## src/rtl/uart_tx_fifo_if.sv

```systemverilog
// Byte-stream handshake and serial line of the buffered UART transmitter.
// master = producer side, slave = transmitter side.
interface uart_tx_fifo_if;
    logic [7:0] tx_data;
    logic       tx_valid;
    logic       tx_ready;
    logic       tx_done;
    logic       busy;
    logic       UART_TX;

    modport master (
        output tx_data, tx_valid,
        input  tx_ready, tx_done, busy, UART_TX
    );

    modport slave (
        input  tx_data, tx_valid,
        output tx_ready, tx_done, busy, UART_TX
    );
endinterface

```

## src/rtl/uart_tx_fifo.sv

```systemverilog
// 8N1 UART transmitter fed by a small byte FIFO; back-to-back frames are sent with no idle gap.
// UART_TX and tx_done are registered, so they trail the FSM state by one cycle.
module uart_tx_fifo #(
    parameter int unsigned BAUD_DIV   = 5208,
    parameter int unsigned FIFO_DEPTH = 4
) (
    input logic           sysclk,
    input logic           reset,
    uart_tx_fifo_if.slave bus
);

    localparam int unsigned BW = (BAUD_DIV > 1) ? $clog2(BAUD_DIV) : 1;
    localparam int unsigned PW = $clog2(FIFO_DEPTH);
    localparam int unsigned CW = $clog2(FIFO_DEPTH + 1);

    typedef enum logic [1:0] {StIdle, StStart, StData, StStop} state_e;

    state_e        state_q, state_d;
    logic [BW-1:0] baud_q, baud_d;
    logic [2:0]    bit_q, bit_d;
    logic [7:0]    shift_q, shift_d;
    logic          line_q, line_d;
    logic          done_q, done_d;

    logic [7:0]    mem_q [FIFO_DEPTH];
    logic [PW-1:0] wr_ptr_q, rd_ptr_q;
    logic [CW-1:0] count_q;

    logic ready, push, pop, baud_last, fifo_nonempty;

    assign ready         = count_q < CW'(FIFO_DEPTH);
    assign push          = bus.tx_valid && ready;
    assign fifo_nonempty = count_q != '0;
    assign baud_last     = baud_q == BW'(BAUD_DIV - 1);

    assign bus.tx_ready = ready;
    assign bus.tx_done  = done_q;
    assign bus.busy     = (state_q != StIdle) || fifo_nonempty;
    assign bus.UART_TX  = line_q;

    // Storage needs no reset: the pointers and count define validity.
    always_ff @(posedge sysclk) begin
        if (push) mem_q[wr_ptr_q] <= bus.tx_data;
    end

    always_ff @(posedge sysclk or negedge reset) begin
        if (!reset) begin
            wr_ptr_q <= '0;
            rd_ptr_q <= '0;
            count_q  <= '0;
        end else begin
            if (push) wr_ptr_q <= wr_ptr_q + PW'(1);
            if (pop)  rd_ptr_q <= rd_ptr_q + PW'(1);
            case ({push, pop})
                2'b10:   count_q <= count_q + CW'(1);
                2'b01:   count_q <= count_q - CW'(1);
                default: count_q <= count_q;
            endcase
        end
    end

    always_ff @(posedge sysclk or negedge reset) begin
        if (!reset) begin
            state_q <= StIdle;
            baud_q  <= '0;
            bit_q   <= '0;
            shift_q <= '0;
            line_q  <= 1'b1;
            done_q  <= 1'b0;
        end else begin
            state_q <= state_d;
            baud_q  <= baud_d;
            bit_q   <= bit_d;
            shift_q <= shift_d;
            line_q  <= line_d;
            done_q  <= done_d;
        end
    end

    always_comb begin
        state_d = state_q;
        baud_d  = baud_q;
        bit_d   = bit_q;
        shift_d = shift_q;
        line_d  = 1'b1;
        done_d  = 1'b0;
        pop     = 1'b0;

        unique case (state_q)
            StIdle: begin
                if (fifo_nonempty) begin
                    pop     = 1'b1;
                    shift_d = mem_q[rd_ptr_q];
                    baud_d  = '0;
                    bit_d   = '0;
                    state_d = StStart;
                end
            end
            StStart: begin
                line_d = 1'b0;
                baud_d = baud_last ? '0 : baud_q + BW'(1);
                if (baud_last) state_d = StData;
            end
            StData: begin
                line_d = shift_q[0];
                baud_d = baud_last ? '0 : baud_q + BW'(1);
                if (baud_last) begin
                    shift_d = {1'b0, shift_q[7:1]};
                    if (bit_q == 3'd7) state_d = StStop;
                    else               bit_d   = bit_q + 3'd1;
                end
            end
            StStop: begin
                line_d = 1'b1;
                baud_d = baud_last ? '0 : baud_q + BW'(1);
                if (baud_last) begin
                    done_d = 1'b1;
                    // Chain straight into the next start bit when more data is queued.
                    if (fifo_nonempty) begin
                        pop     = 1'b1;
                        shift_d = mem_q[rd_ptr_q];
                        bit_d   = '0;
                        state_d = StStart;
                    end else begin
                        state_d = StIdle;
                    end
                end
            end
            default: state_d = StIdle;
        endcase
    end

endmodule

```

## src/flat_wrapper.sv

```systemverilog
// flat-port wrapper written by rule: the top's interface ports become plain ports
module uart_tx_fifo_flat 
#(
    parameter int unsigned BAUD_DIV   = 5208,
    parameter int unsigned FIFO_DEPTH = 4
)
  (sysclk, reset, bus_tx_data, bus_tx_valid, bus_tx_ready, bus_tx_done, bus_busy, bus_UART_TX);
  uart_tx_fifo_if bus_i ();
  input logic sysclk;
  input logic reset;
  input wire logic [$bits(bus_i.tx_data)-1:0] bus_tx_data;
  input wire logic [$bits(bus_i.tx_valid)-1:0] bus_tx_valid;
  output wire logic [$bits(bus_i.tx_ready)-1:0] bus_tx_ready;
  output wire logic [$bits(bus_i.tx_done)-1:0] bus_tx_done;
  output wire logic [$bits(bus_i.busy)-1:0] bus_busy;
  output wire logic [$bits(bus_i.UART_TX)-1:0] bus_UART_TX;
  assign bus_i.tx_data = bus_tx_data;
  assign bus_i.tx_valid = bus_tx_valid;
  assign bus_tx_ready = bus_i.tx_ready;
  assign bus_tx_done = bus_i.tx_done;
  assign bus_busy = bus_i.busy;
  assign bus_UART_TX = bus_i.UART_TX;
  uart_tx_fifo #(.BAUD_DIV(BAUD_DIV), .FIFO_DEPTH(FIFO_DEPTH)) u_core (.sysclk(sysclk), .reset(reset), .bus(bus_i));
endmodule
```

## config.mk

```make
export PLATFORM = sky130hd
export DESIGN_NAME = uart_tx_fifo_flat
export DESIGN_NICKNAME = d
export VERILOG_FILES = /design/src/rtl/uart_tx_fifo_if.sv /design/src/rtl/uart_tx_fifo.sv /design/src/flat_wrapper.sv
export SDC_FILE = /design/constraint.sdc
export NUM_CORES = 1
export LEC_CHECK = 0
export BUFFER_PORTS_ARGS = -buffer_cell sky130_fd_sc_hd__buf_2
export CAP_MARGIN = 40
export CORE_ASPECT_RATIO = 0.8
export CORE_MARGIN = 2
export CORE_UTILIZATION = 61
export DETAILED_ROUTE_END_ITERATION = 7
export PLACE_DENSITY = 0.79
export SLEW_MARGIN = 20
export SYNTH_ARGS = -nofsm -noshare
export SYNTH_HDL_FRONTEND = slang
export SYNTH_SLANG_ARGS = --single-unit
```

## constraint.sdc

```tcl
create_clock -name sysclk -period 2.8 [get_ports sysclk]
set_input_delay 0.28 -clock sysclk [delete_from_list [all_inputs] [get_ports sysclk]]
set_output_delay 0.28 -clock sysclk [all_outputs]
set_load 0.005 [all_outputs]
```

==> summary.txt, run 1 <==
Clock tree
  • Clock Sink Count: 67
  • Clock root cell: clkbuf_8
  • Htree depth: 3
  • Post-CTS sizing: 0
  • TritonCTS clock tree: done
  • Max Root-Sink Buffers: 2
  • Post-CTS Setup Bufs: 0
  • Later-pin clock latency in the skew report: 0.34 ns
  • Clock slew seen by the registers of the worst setup and hold paths: 0.07 ns
  • TritonCTS Buffers: 9

Logic synthesis
  • Syn_area_per_cell: 13.7 sq um
  • Asr flop ratio synth: about 52%
  • Post-synthesis net count: 260
  • Yosys warnings: 0
  • Top cells by count, synth: dfrtp_1 (34), edfxtp_1 (32), ha_1 (14), inv_1 (13)
  • Dominant cell type by area after synthesis: edfxtp_1
  • Yosys top cell area share: 30.1%
  • Most frequent cell after synthesis: dfrtp_1
  • EDFF count, synth: 32
  • Post-Syn Instances: 234
  • Register area share after synthesis: 57.5%
  • Flops & latches, synth: between 60 and 70
  • Synthesized area: 0.00320 sq mm
  • Main synth FF type: dfrtp_1
  • Synth top area cells: edfxtp_1 (30%), dfrtp_1 (27%), mux4_2 (5.6%)
  • Yosys cell types: 56

Setup path
  • Req. time, crit path: 3.07 ns
  • Sequence of cells on the critical path: ha_1, and4b_1, and4_1, o21a_1, ha_1, inv_1, fa_1, xor2_1, nor2_1, xnor2_1
  • CP Depth: 10
  • Crit start category: flip-flop
  • CP Data Arrival Time: 2.73 ns
  • Cell mode on critical path: ha_1
  • Crit path buf inv count: 1
  • Critical path fanouts, max: 6
  • Worst r2r path cells: 10
  • Max stage delay on crit path: 0.39 ns
  • Setup crit end kind: flip-flop
  • Critical path class: reg -> reg
  • Slowest-stage cell, CP: dfrtp_1
  • Top Family by Delay on Critical Path: adder cells

Drt
  • Remaining antenna violation count after routing: 0
  • Avg Vias per Cell: 6.16
  • Met3 WL: around 300 um
  • WL final: approximately 5.7 mm
  • Top layer in use: met4
  • DRC: 0
  • M1 wire length: 2.78 mm
  • Initial DRC Count: 177
  • Drt wl/cell: 17.7 um
  • Routed wire length on met2: 2.50 mm
  • Via count: 1976
  • First-pass DRT Iterations: 4

Power and ir drop
  • Pwr dens: approximately 1000 mW/mm^2
  • Flop pwr share: about 43%
  • Combinational fraction of design power: 33.1%
  • Switch Pwr: 1.20 mW
  • Sw frac: roughly a third
  • Worst vdd ir: a little over 600 uV
  • Power Total: 3.55 mW
  • Clk pwr share: 24.1%
  • Internal power: roughly 2.3 mW
  • Leakage: 1.42 nW

Global route
  • Vias in the first global route: 1868
  • Largest net degree at the start of global routing: 36
  • Total GRT Usage: between 20% and 30%
  • First-pass GRT wire length: 9.31 mm
  • Initial antenna violation count: 0
  • Total gr overflow: 0

Flow run
  • Max-cap check violation count: 0

Finish
  • Final Non-Filler Cells: 321
  • Layout cells sized above 1: 22.8%
  • Final #Nets: between 200 and 300
  • Fillers: 342
  • Synth-to-layout area growth: 11.5%
  • N_diodes: 0

Placement
  • GP Congestion: 0.871
  • Dpl cells: 303
  • Final HPWL DP: 3.97 mm
  • Port Buffers: 14

STA
  • Slew Viols, Final: 0
  • Worst Tran Pin Value: 0.598 ns
  • Final Skew: 0.00854 ns
  • Fmax: 406 MHz
  • RSZ-0062 raised after global routing: no
  • Slew HR: 60.2%
  • Final Hold Vio Count: 0
  • Final Critical Period: approximately 2.5 ns
  • TNS Setup: 0 ns
  • Final Setup Violations: 0
  • Period utilization: 88.0%

Floorplanning
  • Initial Utilization: 63.5%
  • Row cnt: 23
  • Die Area: 0.00584 sq mm
  • I/O pin total: 15
  • Core region area: a little over 0.005 sq mm
  • DIE HEIGHT: ~69 um
  • Die W: 84.9 um

Worst hold path
  • Hold Crit Class: in -> reg
  • Hold path cells: 1

Outcome
  • Status: finished clean
==> layout by cell type (no fill, tap or decap), types with 7 or more instances in the layout <==
cell / n
edfxtp_1: 32
ha_1: 14
a21oi_1: 7
dfrtp_1: 34
nand2_1: 10
clkbuf_8: 9
a31oi_1: 10
inv_1: 13
mux4_2: 8
o221a_1: 7
buf_2: 14
==> per-layer routing <==
metal / vias to the layer above / GRT usage (%)
met5: - / 0
met3: 10 / 6.55
met4: 0 / 8.33
met1: 961 / 30.8
met2: 66 / 32.9
li1: 939 / -
==> per-stage QoR <==
stage,utilization (%),hold slack [ns],area (sq um),worst slack (ns)
6_report,70.8,0.152,3560,0.335
5_1_grt,70.8,0.149,3560,0.150
4_1_cts,70.2,0.0269,3530,0.340
3_5_place_dp,65.9,0.405,3320,0.366
3_3_place_gp,65.9,0.401,3320,0.426
2_1_floorplan,-,-0.0156,3200,0.516
==> kinds of logic (layout without fill, tap and decap cells) <==
logic type / after synthesis / in the layout / share of synthesized area [%]
compound gates: 47 / 47 / 11.4
flops: 67 / 67 / 57.5
mux: 12 / 12 / 7.13
fa+ha+maj: 15 / 15 / 6.11
buf+inv: 22 / 47 / 2.70
simple gates: 64 / 64 / 13.2
xor+xnor: 7 / 7 / 1.92
==> area by class of cell <==
type	count	area, sq um	area share (%)
flip-flops and latches	67	1840	51.6
multi-input cells	145	1270	35.7
clock buffers	9	124	3.48
repair buffers	17	108	3.02
clock inverters	7	92.6	2.60
well taps	62	77.6	2.18
inverters	14	52.6	1.47
==> timing repair <==
| action | 4_1_cts | 5_1_grt |
|---|---|---|
| endpoints found under the hold margin | 0 | 34 |
| setup endpoints to repair | 0 | 0 |
| hold buffers | 0 | 1 |
==> power groups by stage <==
stage          combinational, mW  clock [mW]  sequential (mW)
3_5_place_dp                1.17           0             1.54
4_1_cts                     1.17       0.874             1.52
6_report                    1.18       0.856             1.52
2_1_floorplan               1.01           0             1.41
3_3_place_gp                1.13           0             1.52
5_1_grt                     1.31       0.916             1.56
==> state kept, by name, indices dropped and copies added, names as in the netlist, 2 cells and up <==
name             flops
u_core.mem_q        32
u_core.baud_q       13
u_core.shift_q       8
u_core.bit_q         3
u_core.count_q       3
u_core.rd_ptr_q      2
u_core.state_q       2
u_core.wr_ptr_q      2
==> worst paths after layout <==
kind,end,start,slack [ns]
setup reg to reg,u_core.count_q[2],u_core.baud_q[0],0.34
min in group asynchronous,u_core.shift_q[2],reset,0.28
hold reg to reg,u_core.bit_q[2],u_core.bit_q[2],0.50
max in group asynchronous,u_core.bus.UART_TX,reset,2.08
setup / recovery,u_core.count_q[2],u_core.baud_q[0],0.34
hold / removal,u_core.mem_q[0][0],bus_tx_data[0],0.15
(Power assumes the default switching activity.)
==> run 2, diff against run 1 <==
CORE_UTILIZATION = 63   (was 61)
CTS_BUF_LIST = sky130_fd_sc_hd__clkbuf_8   (was default)
PLACE_DENSITY = 0.81   (was 0.79)
==> run 2 against run 1 <==
Clock skew up 0.00069 ns. Via count up 0.35%. Count of clock-buffer cells in the layout unchanged. Sequential power about the same. Sequential share of layout area down 0.13 points. First-iteration DRC count up 11%. Die area down 3.0%. Register-to-register slack worse by 0.03 ns. Fmax down 1.2%. Largest power group unchanged.
==> summary.txt, run 2 (synthesized netlist as in run 1, its figures left out) <==
Outcome
  • Status: finished clean (unchanged)

STA
  • Final Setup Violations: 0 (unchanged)
  • Period utilization: 89.1% (was 88.0%)
  • Slew HR: 61.3% (was 60.2%)
  • Final Worst Setup Slack: 0.307 ns (was 0.335 ns)
  • Slew Viols, Final: 0 (unchanged)
  • Worst Tran Pin Value: 0.577 ns (was 0.598 ns)
  • TNS Setup: 0 ns (unchanged)
  • Final Critical Period: 2.49 ns (was 2.46 ns)
  • Final Hold Vio Count: 0 (unchanged)
  • Fmax: 401 MHz (was 406 MHz)
  • Final Skew: 0.00923 ns (was 0.00854 ns)
  • RSZ-0062 raised after global routing: no (unchanged)

Setup path
  • Critical path class: reg -> reg (unchanged)
  • Cell mode on critical path: ha_1 (unchanged)
  • Sequence of cells on the critical path: ha_1, and4b_1, and4_1, o21a_1, ha_1, inv_1, fa_1, xor2_1, nor2_1, xnor2_1 (unchanged)
  • Critical path fanouts, max: 6 (unchanged)
  • CP startpoint: u_core.baud_q[0] (unchanged)
  • Setup crit end kind: flip-flop (unchanged)
  • Slowest-stage cell, CP: dfrtp_1 (unchanged)
  • Crit path buf inv count: 1 (unchanged)
  • Req. time, crit path: 3.06 ns (was 3.07 ns)
  • Max stage delay on crit path: 0.39 ns (about the same)
  • Crit start category: flip-flop (unchanged)
  • CP Data Arrival Time: 2.76 ns (was 2.73 ns)
  • Worst flop-to-flop path startpoint: u_core.baud_q[0] (unchanged)
  • Top Family by Delay on Critical Path: adder cells (unchanged)

Clock tree
  • Hold-fix buffers at CTS: 0 (unchanged)
  • Max Root-Sink Buffers: 2 (unchanged)
  • Later-pin clock latency in the skew report: 0.34 ns (about the same)
  • Htree depth: 3 (unchanged)
  • Clock slew seen by the registers of the worst setup and hold paths: 0.07 ns (about the same)
  • TritonCTS Buffers: 9 (unchanged)
  • Post-CTS sizing: 0 (unchanged)
  • Post-CTS Setup Bufs: 0 (unchanged)
  • Clock root cell: clkbuf_8 (unchanged)
  • TritonCTS clock tree: done (unchanged)
  • Clock Sink Count: 67 (unchanged)

Floorplanning
  • Initial Utilization: 64.6% (was 63.5%)
  • Core region area: 0.00495 sq mm (was 0.00504 sq mm)
  • I/O pin total: 15 (unchanged)
  • Die W: 83.6 um (was 84.9 um)
  • Row cnt: 23 (unchanged)
  • Die Area: 0.00566 sq mm (was 0.00584 sq mm)
  • DIE HEIGHT: 67.7 um (was 68.7 um)

Placement
  • Dpl cells: 303 (unchanged)
  • Worst slack at placement: 0.344 ns (was 0.366 ns)
  • Port Buffers: 14 (unchanged)
  • Final HPWL DP: 3.85 mm (was 3.97 mm)
  • GP Congestion: 0.884 (was 0.871)
  • Post-DP Area: 0.00332 sq mm (unchanged)

Finish
  • Largest registers: u_core.mem_q: 32 flops, u_core.baud_q: 13 flops, u_core.shift_q: 8 flops (unchanged)
  • Most frequent cells in the layout: dfrtp_1 (34), edfxtp_1 (32), ha_1 (14), buf_2 (14), inv_1 (13) (unchanged)
  • Final #Nets: 280 (unchanged)
  • Fin util: 72.2% (was 70.8%)
  • N_diodes: 0 (unchanged)
  • Final Cell Area: 0.00357 sq mm (was 0.00356 sq mm)
  • Largest Register: u_core.mem_q (unchanged)
  • Synth-to-layout area growth: 11.8% (was 11.5%)
  • Layout cells sized above 1: 22.8% (unchanged)
  • Final Non-Filler Cells: 321 (unchanged)
  • Most common library cell in the layout ignoring fill and taps: dfrtp_1 (unchanged)
  • Largest register FFs: 32 (unchanged)

Worst hold path
  • Hold Crit Class: in -> reg (unchanged)
  • Hold Crit Start: bus_tx_data[4] (was bus_tx_data[0])

Power and ir drop
  • Leakage: 1.42 nW (about the same)
  • Sw frac: 34.1% (was 33.9%)
  • Switch Pwr: 1.22 mW (was 1.20 mW)
  • Internal power: 2.36 mW (was 2.35 mW)
  • Flop pwr share: 42.4% (was 42.8%)
  • Pwr dens: 1000 mW/mm^2 (was 997 mW/mm^2)
  • Combinational fraction of design power: 33.2% (was 33.1%)
  • Clk pwr share: 24.5% (was 24.1%)
  • Worst vdd ir: 842 uV (was 611 uV)

Global route
  • Vias in the first global route: 1918 (was 1868)
  • Initial antenna violation count: 0 (unchanged)
  • Total gr overflow: 0 (unchanged)
  • First-pass GRT wire length: 9.70 mm (was 9.31 mm)
  • Total GRT Usage: 22.8% (was 21.9%)
  • Largest net degree at the start of global routing: 36 (unchanged)

Drt
  • Remaining antenna violation count after routing: 0 (unchanged)
  • Initial DRC Count: 196 (was 177)
  • First-pass DRT Iterations: 5 (was 4)
  • WL final: 5.75 mm (was 5.68 mm)
  • Drt wl/cell: 17.9 um (was 17.7 um)
  • Via count: 1983 (was 1976)
  • DRC: 0 (unchanged)
  • Avg Vias per Cell: 6.18 (was 6.16)

Flow run
  • Max-cap check violation count: 0 (unchanged)
-- run 2: final cells by class --
cell class                      instances  area (sq um)
Inverter                               14          52.6
Multi-Input combinational cell        145          1270
Clock buffer                            9           124
Sequential cell                        67          1840
Tap cell                               62          77.6
Timing Repair Buffer                   17           108
Fill cell                             341          1380
Clock inverter                          7           101
-- run 2: worst paths after layout --
path | end | slack, ns | depth (start not counted)
worst max-delay path | u_core.count_q[2] | 0.31 | 10
worst min register to register | u_core.bus.UART_TX | 0.50 | 2
min in group asynchronous | u_core.shift_q[3] | 0.28 | 2
worst min-delay path | u_core.mem_q[2][4] | 0.16 | 1
worst max register to register | u_core.count_q[2] | 0.31 | 10
max in group asynchronous | u_core.bus.UART_TX | 2.08 | 3
-- run 2: power by group through the flow --
stage / registers [mW] / logic (mW) / clock network [mW]
after floorplan: 1.41 / 1.01 / 0
after global placement: 1.52 / 1.13 / 0
after detailed placement: 1.53 / 1.17 / 0
after CTS: 1.52 / 1.18 / 0.896
after global routing: 1.55 / 1.32 / 0.937
final: 1.52 / 1.19 / 0.877
-- run 2: stage by stage --
step,total power [mW],hold WS [ns]
after floorplan,2.42,-0.0156
after global placement,2.64,0.404
after detailed placement,2.70,0.408
after CTS,3.60,0.0386
after global routing,3.81,0.149
final,3.58,0.162
-- run 2: layer usage --
layer | wire length, um | global-route usage (%)
met4 | 22 | 7.26
met2 | 2640 | 34.0
met1 | 2710 | 33.0
met5 | 0 | 0
met3 | 385 | 6.23
==> run 3, diff against run 2 <==
RECOVER_POWER = 50   (was default)
==> run 3 against run 2 <==
Combinational power about the same. Global-route usage unchanged. Final area decreased by 0.81%. Critical path type unchanged. Cell count unchanged. Critical path depth unchanged. Sequential cell count unchanged. First-iteration DRC count decreased by 5.6%. Routed wire length increased by 0.30%. Fmax increased by 0.24%. Non-clock buffer count unchanged. Clock skew about the same. Clock power increased by 0.5%. The run now ends with capacitance limit, slew limit left. Largest cell class unchanged.
==> summary.txt, run 3 (synthesized netlist as in run 1, its figures left out) <==
Setup path
  • Critical path class: reg -> reg (unchanged)
  • Reg2Reg Capture Point: u_core.count_q[2] (unchanged)
  • Cell mode on critical path: ha_1 (unchanged)
  • Req. time, crit path: 3.07 ns (was 3.06 ns)
  • Critical path fanouts, max: 6 (unchanged)
  • Slowest-stage cell, CP: dfrtp_1 (unchanged)
  • Worst r2r path cells: 10 (unchanged)
  • CP Data Arrival Time: 2.76 ns (about the same)
  • Max stage delay on crit path: 0.39 ns (about the same)
  • Sequence of cells on the critical path: ha_1, and4b_1, and4_1, o21a_1, ha_1, inv_1, fa_1, xor2_1, nor2_1, xnor2_1 (unchanged)
  • Reg-to-reg setup timing slack: 0.31 ns (about the same)
  • Crit start category: flip-flop (unchanged)
  • Setup crit end kind: flip-flop (unchanged)
  • Worst flop-to-flop path startpoint: u_core.baud_q[0] (unchanged)

Power and ir drop
  • Worst vdd ir: 846 uV (was 842 uV)
  • Leakage: 1.38 nW (was 1.42 nW)
  • Pwr dens: 1010 mW/mm^2 (was 1000 mW/mm^2)

Clock tree
  • Clock slew seen by the registers of the worst setup and hold paths: 0.07 ns (about the same)
  • Htree depth: 3 (unchanged)
  • TritonCTS Buffers: 9 (unchanged)
  • Post-CTS sizing: 0 (unchanged)
  • Max Root-Sink Buffers: 2 (unchanged)
  • Clock root cell: clkbuf_8 (unchanged)
  • TritonCTS clock tree: done (unchanged)
  • Clock Sink Count: 67 (unchanged)
  • Later-pin clock latency in the skew report: 0.34 ns (about the same)

Drt
  • Avg Vias per Cell: 6.10 (was 6.18)
  • Drt wl/cell: 18.0 um (was 17.9 um)
  • DRC: 0 (unchanged)
  • Initial DRC Count: 185 (was 196)
  • WL final: 5.77 mm (was 5.75 mm)
  • Remaining antenna violation count after routing: 0 (unchanged)
  • First-pass DRT Iterations: 4 (was 5)
  • Via count: 1957 (was 1983)

Finish
  • Multi-input gate area: 0.00127 sq mm (unchanged)
  • Most frequent cells in the layout: dfrtp_1 (34), edfxtp_1 (32), ha_1 (14), inv_1 (13), clkbuf_1 (11) (was dfrtp_1 (34), edfxtp_1 (32), ha_1 (14), buf_2 (14), inv_1 (13))
  • Register Area: 0.00184 sq mm (unchanged)
  • Most common library cell in the layout ignoring fill and taps: dfrtp_1 (unchanged)
  • Final #Nets: 280 (unchanged)
  • Final Non-Filler Cells: 321 (unchanged)
  • N_diodes: 0 (unchanged)
  • Largest registers: u_core.mem_q: 32 flops, u_core.baud_q: 13 flops, u_core.shift_q: 8 flops (unchanged)
  • Largest register FFs: 32 (unchanged)
  • Synth-to-layout area growth: 10.9% (was 11.8%)
  • Largest Register: u_core.mem_q (unchanged)
  • Fillers: 349 (was 341)
  • Layout cells sized above 1: 18.5% (was 22.8%)

STA
  • Final Hold Vio Count: 0 (unchanged)
  • Worst Tran Pin Value: 1.71 ns (was 0.577 ns)
  • Fmax: 402 MHz (was 401 MHz)
  • Final Skew: 0.00920 ns (was 0.00923 ns)
  • Slew HR: -13.8% (was 61.3%)
  • Final Critical Period: 2.49 ns (about the same)
  • Hold WS: 0.211 ns (was 0.162 ns)
  • TNS Setup: 0 ns (unchanged)
  • Slew Viols, Final: 33 (was 0)
  • Final Setup Violations: 0 (unchanged)
  • Period utilization: 88.8% (was 89.1%)
  • RSZ-0062 raised after global routing: no (unchanged)

Floorplanning
  • I/O pin total: 15 (unchanged)
  • Row cnt: 23 (unchanged)
  • Initial Utilization: 64.6% (unchanged)
  • DIE HEIGHT: 67.7 um (unchanged)
  • Die W: 83.6 um (unchanged)
  • Die Area: 0.00566 sq mm (unchanged)
  • Core region area: 0.00495 sq mm (unchanged)

Placement
  • GP Congestion: 0.884 (unchanged)
  • Final HPWL DP: 3.85 mm (unchanged)
  • Port Buffers: 14 (unchanged)
  • Dpl cells: 303 (unchanged)

Global route
  • Total gr overflow: 0 (unchanged)
  • Total GRT Usage: 22.8% (unchanged)
  • Vias in the first global route: 1918 (unchanged)
  • Initial antenna violation count: 0 (unchanged)
  • First-pass GRT wire length: 9.70 mm (unchanged)
  • Largest net degree at the start of global routing: 36 (unchanged)

Worst hold path
  • Hold Crit Start: bus_tx_data[4] (unchanged)
  • Hold Crit Class: in -> reg (unchanged)
  • Hold Path End: u_core.mem_q[2][4] (unchanged)
  • Hold path cells: 1 (unchanged)

Outcome
  • Status: complete, but fails checks (was finished clean)
  • Violated checks: capacitance limit, slew limit

Flow run
  • Max-cap check violation count: 1 (was 0)
## run 3: final cells by class
type	instances	area share, %
multi-input combinational	145	35.9
clock inverter	7	2.86
sequential	67	51.9
tap	62	2.19
clock buffer	9	3.50
inverter	14	1.48
timing repair buffer	17	2.22
## run 3: critical path: cells and delay by family, from the launching register on
kind / cells / cell delay [ns]
buffers and inverters: 1 / 0.07
adders and majority gates: 3 / 0.84
DFF: 1 / 0.39
and+or+nand+nor: 3 / 0.68
xor gates and xnor gates: 2 / 0.28
AOI/OAI and AO/OA: 1 / 0.16
## run 3: stage by stage
| step | power, mW | utilization, % | instance area [sq um] | setup WS, ns |
|---|---|---|---|---|
| after detailed placement | 2.70 | 67.0 | 3320 | 0.344 |
| after global routing | 3.81 | 71.6 | 3540 | 0.105 |
| after floorplan | 2.42 | - | 3200 | 0.516 |
| after CTS | 3.60 | 71.6 | 3540 | 0.318 |
| after global placement | 2.64 | 67.0 | 3320 | 0.428 |
| final | 3.58 | 71.6 | 3540 | 0.313 |
## run 3: power by group
group | leakage, nW | internal (mW) | switching (mW)
Clock | 0.106 | 0.507 | 0.375
Sequential | 0.729 | 1.29 | 0.229
Combinational | 0.542 | 0.560 | 0.622
## run 3: worst max path at each step
stage                          start                end  slack [ns]  cells past startpoint
CTS                 u_core.baud_q[0]  u_core.count_q[2]        0.32                     10
global placement    u_core.baud_q[0]  u_core.count_q[2]        0.43                     10
floorplan           u_core.baud_q[3]  u_core.count_q[2]        0.52                     10
detailed placement  u_core.baud_q[0]  u_core.count_q[2]        0.34                     10
global route        u_core.baud_q[0]  u_core.count_q[2]        0.11                     10
finish              u_core.baud_q[0]  u_core.count_q[2]        0.31                     10
## run 3: repair_timing
action                     CTS  global route
setup endpoints to repair    0             0
hold buffers                 0             1
setup buffers                0             0
hold endpoints to repair     0            34
## run 3: metal layers
metal	share of wire, %	GRT usage (%)	wire [um]
met4	1.1	7.26	61
met5	0	0	0
met3	5.5	6.23	317
met1	49	33.0	2810
met2	45	34.0	2580
